[config.mk]
export PLATFORM = sky130hd
export DESIGN_NAME = change_dispenser
export DESIGN_NICKNAME = d
export VERILOG_FILES = /design/src/rtl/change_dispenser.sv
export SDC_FILE = /design/constraint.sdc
export NUM_CORES = 1
export LEC_CHECK = 0
export ABC_AREA = 1
export BUFFER_PORTS_ARGS = -buffer_cell sky130_fd_sc_hd__clkbuf_2
export CAP_MARGIN = 15
export CORE_ASPECT_RATIO = 1.2
export CORE_MARGIN = 5
export CORE_UTILIZATION = 64
export DETAILED_ROUTE_END_ITERATION = 7
export PLACE_DENSITY_LB_ADDON = 0.3
export SYNTH_ARGS = -nofsm -noshare
export SYNTH_HDL_FRONTEND = slang
export SYNTH_SLANG_ARGS = --single-unit
[constraint.sdc]
create_clock -name clk -period 5.6 [get_ports clk]
set_clock_uncertainty 0.05 [all_clocks]
set_input_delay 0.56 -clock clk [delete_from_list [all_inputs] [get_ports clk]]
set_output_delay 0.56 -clock clk [all_outputs]
set_load 0.1 [all_outputs]
[src/rtl/change_dispenser.sv]
// change_dispenser
//
// Pays out an exact change amount one coin at a time using a greedy
// largest-coin-first choice over four denominations (1, 5, 10, 50), each
// backed by a saturating stock counter. A request is accepted in IDLE,
// coins are presented to a hopper one by one, and the transaction ends with
// either a one-cycle done pulse or a one-cycle error pulse (with the unpaid
// remainder reported on shortfall).
//
// Handshake: coin_valid/coin_type are held stable while coin_valid is high;
// a coin is transferred on a rising edge where coin_valid && coin_ack. coin_ack
// is ignored whenever coin_valid is low.
//
// Ports:
//   clk, reset          clock, synchronous active-high reset
//   start, change_amt   payout request (sampled only in IDLE)
//   coin_ack            hopper has taken the presented coin
//   refill, refill_type, refill_qty   add coins to one stock counter (any state)
//   busy                high whenever not IDLE
//   coin_valid, coin_type   presented coin (00=1, 01=5, 10=10, 11=50)
//   done, error         one-cycle completion / failure pulses
//   paid_total          value of coins acknowledged in the current transaction
//   shortfall           unpaid remainder after an error, else 0
//   dbg_state_o         current FSM state encoding
module change_dispenser #(
    parameter int STOCK_W    = 8,
    parameter int STOCK_INIT = 8
) (
    input  logic               clk,
    input  logic               reset,
    input  logic               start,
    input  logic [31:0]        change_amt,
    input  logic               coin_ack,
    input  logic               refill,
    input  logic [1:0]         refill_type,
    input  logic [STOCK_W-1:0] refill_qty,
    output logic               busy,
    output logic               coin_valid,
    output logic [1:0]         coin_type,
    output logic               done,
    output logic               error,
    output logic [31:0]        paid_total,
    output logic [31:0]        shortfall,
    output logic [2:0]         dbg_state_o
);

    typedef enum logic [2:0] {
        S_IDLE   = 3'd0,
        S_SELECT = 3'd1,
        S_ISSUE  = 3'd2,
        S_DONE   = 3'd3,
        S_FAIL   = 3'd4
    } state_t;

    localparam logic [STOCK_W-1:0] STOCK_MAX = {STOCK_W{1'b1}};

    function automatic logic [31:0] coin_value(input logic [1:0] d);
        case (d)
            2'd0:    coin_value = 32'd1;
            2'd1:    coin_value = 32'd5;
            2'd2:    coin_value = 32'd10;
            default: coin_value = 32'd50;
        endcase
    endfunction

    state_t             state_q, state_d;
    logic [31:0]        rem_q, rem_d;
    logic [1:0]         sel_q, sel_d;
    logic [31:0]        paid_q, paid_d;
    logic [31:0]        short_q, short_d;
    logic [STOCK_W-1:0] stk_q [4];
    logic [STOCK_W-1:0] stk_d [4];
    logic [STOCK_W:0]   stk_sum [4];

    logic       pick_found;
    logic [1:0] pick_d;
    logic       take;

    // Greedy choice: scanning upward lets the largest eligible coin win.
    always_comb begin
        pick_found = 1'b0;
        pick_d     = 2'd0;
        for (int d = 0; d < 4; d++) begin
            if (coin_value(2'(d)) <= rem_q && stk_q[d] != '0) begin
                pick_found = 1'b1;
                pick_d     = 2'(d);
            end
        end
    end

    assign take = (state_q == S_ISSUE) && coin_ack;

    // Refill and an accepted coin of the same type both apply in one cycle.
    // The extra sum bit catches overflow for saturation; the decrement never
    // underflows because a coin is only selected while its stock is nonzero.
    always_comb begin
        for (int i = 0; i < 4; i++) begin
            stk_sum[i] = {1'b0, stk_q[i]};
            if (refill && refill_type == 2'(i)) begin
                stk_sum[i] = stk_sum[i] + {1'b0, refill_qty};
            end
            if (take && sel_q == 2'(i)) begin
                stk_sum[i] = stk_sum[i] - 1'b1;
            end
            stk_d[i] = stk_sum[i][STOCK_W] ? STOCK_MAX : stk_sum[i][STOCK_W-1:0];
        end
    end

    always_comb begin
        state_d = state_q;
        rem_d   = rem_q;
        sel_d   = sel_q;
        paid_d  = paid_q;
        short_d = short_q;
        case (state_q)
            S_IDLE: begin
                if (start) begin
                    rem_d   = change_amt;
                    paid_d  = 32'd0;
                    short_d = 32'd0;
                    state_d = S_SELECT;
                end
            end
            S_SELECT: begin
                if (rem_q == 32'd0) begin
                    state_d = S_DONE;
                end else if (pick_found) begin
                    sel_d   = pick_d;
                    state_d = S_ISSUE;
                end else begin
                    short_d = rem_q;
                    state_d = S_FAIL;
                end
            end
            S_ISSUE: begin
                if (coin_ack) begin
                    rem_d   = rem_q - coin_value(sel_q);
                    paid_d  = paid_q + coin_value(sel_q);
                    state_d = S_SELECT;
                end
            end
            S_DONE:  state_d = S_IDLE;
            S_FAIL:  state_d = S_IDLE;
            default: state_d = S_IDLE;
        endcase
    end

    always_ff @(posedge clk) begin
        if (reset) begin
            state_q <= S_IDLE;
            rem_q   <= 32'd0;
            sel_q   <= 2'd0;
            paid_q  <= 32'd0;
            short_q <= 32'd0;
            for (int i = 0; i < 4; i++) begin
                stk_q[i] <= STOCK_W'(STOCK_INIT);
            end
        end else begin
            state_q <= state_d;
            rem_q   <= rem_d;
            sel_q   <= sel_d;
            paid_q  <= paid_d;
            short_q <= short_d;
            for (int i = 0; i < 4; i++) begin
                stk_q[i] <= stk_d[i];
            end
        end
    end

    assign busy        = (state_q != S_IDLE);
    assign coin_valid  = (state_q == S_ISSUE);
    assign coin_type   = (state_q == S_ISSUE) ? sel_q : 2'd0;
    assign done        = (state_q == S_DONE);
    assign error       = (state_q == S_FAIL);
    assign paid_total  = paid_q;
    assign shortfall   = short_q;
    assign dbg_state_o = state_q;

endmodule

==> metrics.md <==
| Metric | Value |
|---|---|
| Global-route wire length before repair | 45.29 mm |
| Seq cells post-synth | 133 |
| All-Layer GR Usage | 30.56% |
| Core Rows | 49 |
| Yosys cell types | 47 |
| Arr. time, crit path | 3.59 ns |
| Avg Cell Area, Syn | 6.080 um2 |
| Post-synth EDFFs | 0 |
| Critical Path End Type | register |
| Clock Latency Late Sink | 0.43 ns |
| CP Launch Type | register |
| Cell area after synthesis | 0.009862 mm2 |
| Die footprint | 0.01800 mm2 |
| Io pins | 120 |
| Final net count | 1,823 |
| Clk buf depth | 2 |
| Via-per-instance ratio | 5.536 |
| GRT overflow | 0 |
| Hold Vio Cnt, Final | 0 |
| Sequential share of the synthesized area | 27.00% |
| Pins Over Slew Limit | 0 |
| Flop2flop setup slack | 2.31 ns |
| Synth area leaders | dfxtp_1 (27%), nand2_1 (18%), inv_1 (8.8%) |
| Hold endpoint | rem_q[20]$_SDFFE_PP0P_ |
| RSZ-0062 raised after global routing | no |
| Final ANT Viol Nets | 0 |
| Post-Route WL | 27.18 mm |
| Leak Pwr | 5.771 nW |
| Final Power | 3.418 mW |
| Worst vdd ir | 281.1 uV |
| Port Buf Inserts | 119 |
| Area share of the largest cell type after synthesis | 27.00% |
| Yosys Warn Count | 0 |
| Max FO, Critical Path | 36 |
| NetSw | 1.342 mW |
| Endpoints failing setup | 0 |
| CTS buffer count | 17 |
| Hold Crit Depth | 3 |
| HP Start | change_amt[20] |
| First-pass iteration count of the detailed router | 5 |
| Outcome | complete, no violations |
| Critical path class | reg2reg |
| Rel. slew slack | 38.90% |
| DIE HEIGHT | 146.0 um |
| Tightest Pin Transition | 0.9155 ns |
| Antenna diodes | 0 |
| DP HPWL | 20.07 mm |
| Max-cap violations | 0 |
| Commonest non-fill, non-tap cell in the layout | nand2_1 |
| GP Congestion | 0.9526 |
| Synth area leader | dfxtp_1 |
| Finished Layout Cells | 1,939 |
| Sw Share | 39.27% |
| Placed cells | 1,906 |
| Finished Cell Area | 0.01120 mm2 |
| Dpl cell area | 0.01056 mm2 |
| Dominant synthesized flop cell | dfxtp_1 |
| Syn_nets | 1,723 |
| # Post-CTS Setup Buffers | 0 |
| Reg2reg start | rem_q[18]$_SDFFE_PP0P_ |
| FFs w/ async S/R, synth | 0% |
| Core area | 0.01508 mm2 |
| Area grow syn2layout | 13.61% |
| Worst hold path class | in2reg |
| DIE WIDTH | 123.3 um |
| # H-tree levels | 4 |
| FF-to-FF path depth | 13 |
| Place WS | 2.387 ns |
| Worst EP required | 5.91 ns |
| Vias | 10,740 |
| PD cells | 305.1 mW/mm2 |
| Wire length per cell | 14.01 um |
| Resize count post-CTS | 0 |
| Most frequent cells in the layout | nand2_1 (480), inv_1 (230), nor2_1 (161) |
| Initial antenna violation count | 0 |
| Hold_buf cts | 0 |
| Tmin final | 3.287 ns |
| Max Freq | 0.3042 GHz |
| TritonCTS Sinks | 133 |
| Root buffer cell | clkbuf_16 |
| Flop pwr share | 32.5% |
| Pint | 2.076 mW |
| CTS tree | done |
| Ratio of final minimum period to clock period | 58.70% |
| Pin count of the biggest net entering global routing | 76 |
| Worst setup margin | 2.313 ns |
| DRC viols | 0 |
| Gate count after technology mapping | 1,622 |
| Reg clk slew, reported paths | 0.06 ns |
| Clock Power Share | 34.4% |
| Share of post-route cells with drive strength above 1 | 13.08% |
| 1st-iter DRT viols | 678 |
| Vias in the first global route | 9,971 |
| Reg-to-reg endpoint | shortfall[3]$_SDFFE_PP0P_ |
| Combinational share of power | 33.1% |
| Initial Util | 65.39% |
| Total negative setup slack | 0 ns |
==> per-layer routing <==
layer	vias up	GRT usage, %	share of wire [%]
li1	5390	-	-
met5	-	0	0
met4	0	12.47	3.3
met2	363	54.34	51
met3	68	5.638	5.6
met1	4914	35.44	40
==> worst max-delay path by stage <==
stage | start | endpoint | slack, ns
after global placement | rem_q[18]$_SDFFE_PP0P_ | shortfall[0]$_SDFFE_PP0P_ | 2.47
after CTS | rem_q[18]$_SDFFE_PP0P_ | shortfall[3]$_SDFFE_PP0P_ | 2.34
final | rem_q[18]$_SDFFE_PP0P_ | shortfall[3]$_SDFFE_PP0P_ | 2.31
after floorplan | dbg_state_o[0]$_SDFFE_PP0P_ | done | 1.69
after detailed placement | rem_q[18]$_SDFFE_PP0P_ | shortfall[8]$_SDFFE_PP0P_ | 2.39
after global routing | rem_q[18]$_SDFFE_PP0P_ | shortfall[17]$_SDFFE_PP0P_ | 1.92
==> cell type report <==
class	count	area, um2
Sequential cell	133	2663
Timing Repair Buffer	125	660.6
Fill cell	1311	3877
Clock inverter	11	147.6
Inverter	258	968.4
Tap cell	204	255.2
Multi-Input combinational cell	1187	6040
Clock buffer	21	470.5
==> state kept, by name, summed over array words and instances (netlist names) <==
name,cells
rem_q,32
shortfall,32
paid_total,32
stk_q,32
dbg_state_o,3
sel_q,2
==> power groups by stage <==
stage / registers, mW / clock network, mW / logic, mW
6_report: 1.11 / 1.18 / 1.13
5_1_grt: 1.12 / 1.24 / 1.26
4_1_cts: 1.11 / 1.19 / 1.12
3_5_place_dp: 1.13 / 0 / 1.11
3_3_place_gp: 1.13 / 0 / 1.08
2_1_floorplan: 1.33 / 0 / 0.682
==> stage by stage <==
| step | hold WS [ns] | util, % |
|---|---|---|
| global route | 0.3554 | 74.29 |
| CTS | 0.3343 | 74.11 |
| floorplan | 0.4276 | - |
| global placement | 0.4171 | 70.01 |
| detailed placement | 0.4300 | 70.01 |
| finish | 0.3466 | 74.29 |
==> logic make-up after synthesis <==
| family | count (synthesis) | share of synthesized area, % |
|---|---|---|
| XOR/XNOR | 26 | 2.309 |
| flip-flops | 133 | 27.00 |
| AND/OR/NAND/NOR | 894 | 39.98 |
| buffers and inverters | 302 | 11.82 |
| AO/OA/AOI/OAI | 213 | 11.58 |
| adder cells (fa/ha/maj) | 54 | 7.308 |
==> worst max-delay path: stages, from the launching register on <==
cell	delay (ns)
dfxtp_1	0.38
nor2_1	0.22
nand2_1	0.11
nor2_2	0.19
nand2_1	0.12
nor2_1	0.10
nand2_1	0.07
nand2_1	0.06
nand2_1	0.09
o21bai_4	0.59
nand3_2	0.76
nand2_1	0.25
inv_1	0.07
nor2_1	0.12
==> cell usage after synthesis, types with 2 or more instances <==
library cell and n:
a21o_1 2, or2_2 9, nor2_1 161, inv_2 25
dfxtp_1 133, a21oi_1 90, nor4_1 10, nand3b_1 24
o21ai_0 90, nor2_4 4, nand4_1 56, inv_1 231
xnor2_1 8, buf_2 8, o21a_1 2, nor3_2 2
a211oi_1 4, nand3_1 98, nor4_2 2, clkbuf_1 26
nand2_1 480, a22oi_1 2, buf_6 3, o21ai_1 2
nand3_2 3, buf_1 7, ha_1 48, xor2_1 18
nor2_2 11, nand2_2 10, nor3_1 19, clkinv_1 2
o211ai_1 2, fa_1 6, a31oi_1 12
Note: power is estimated with default switching activity, not from simulation.
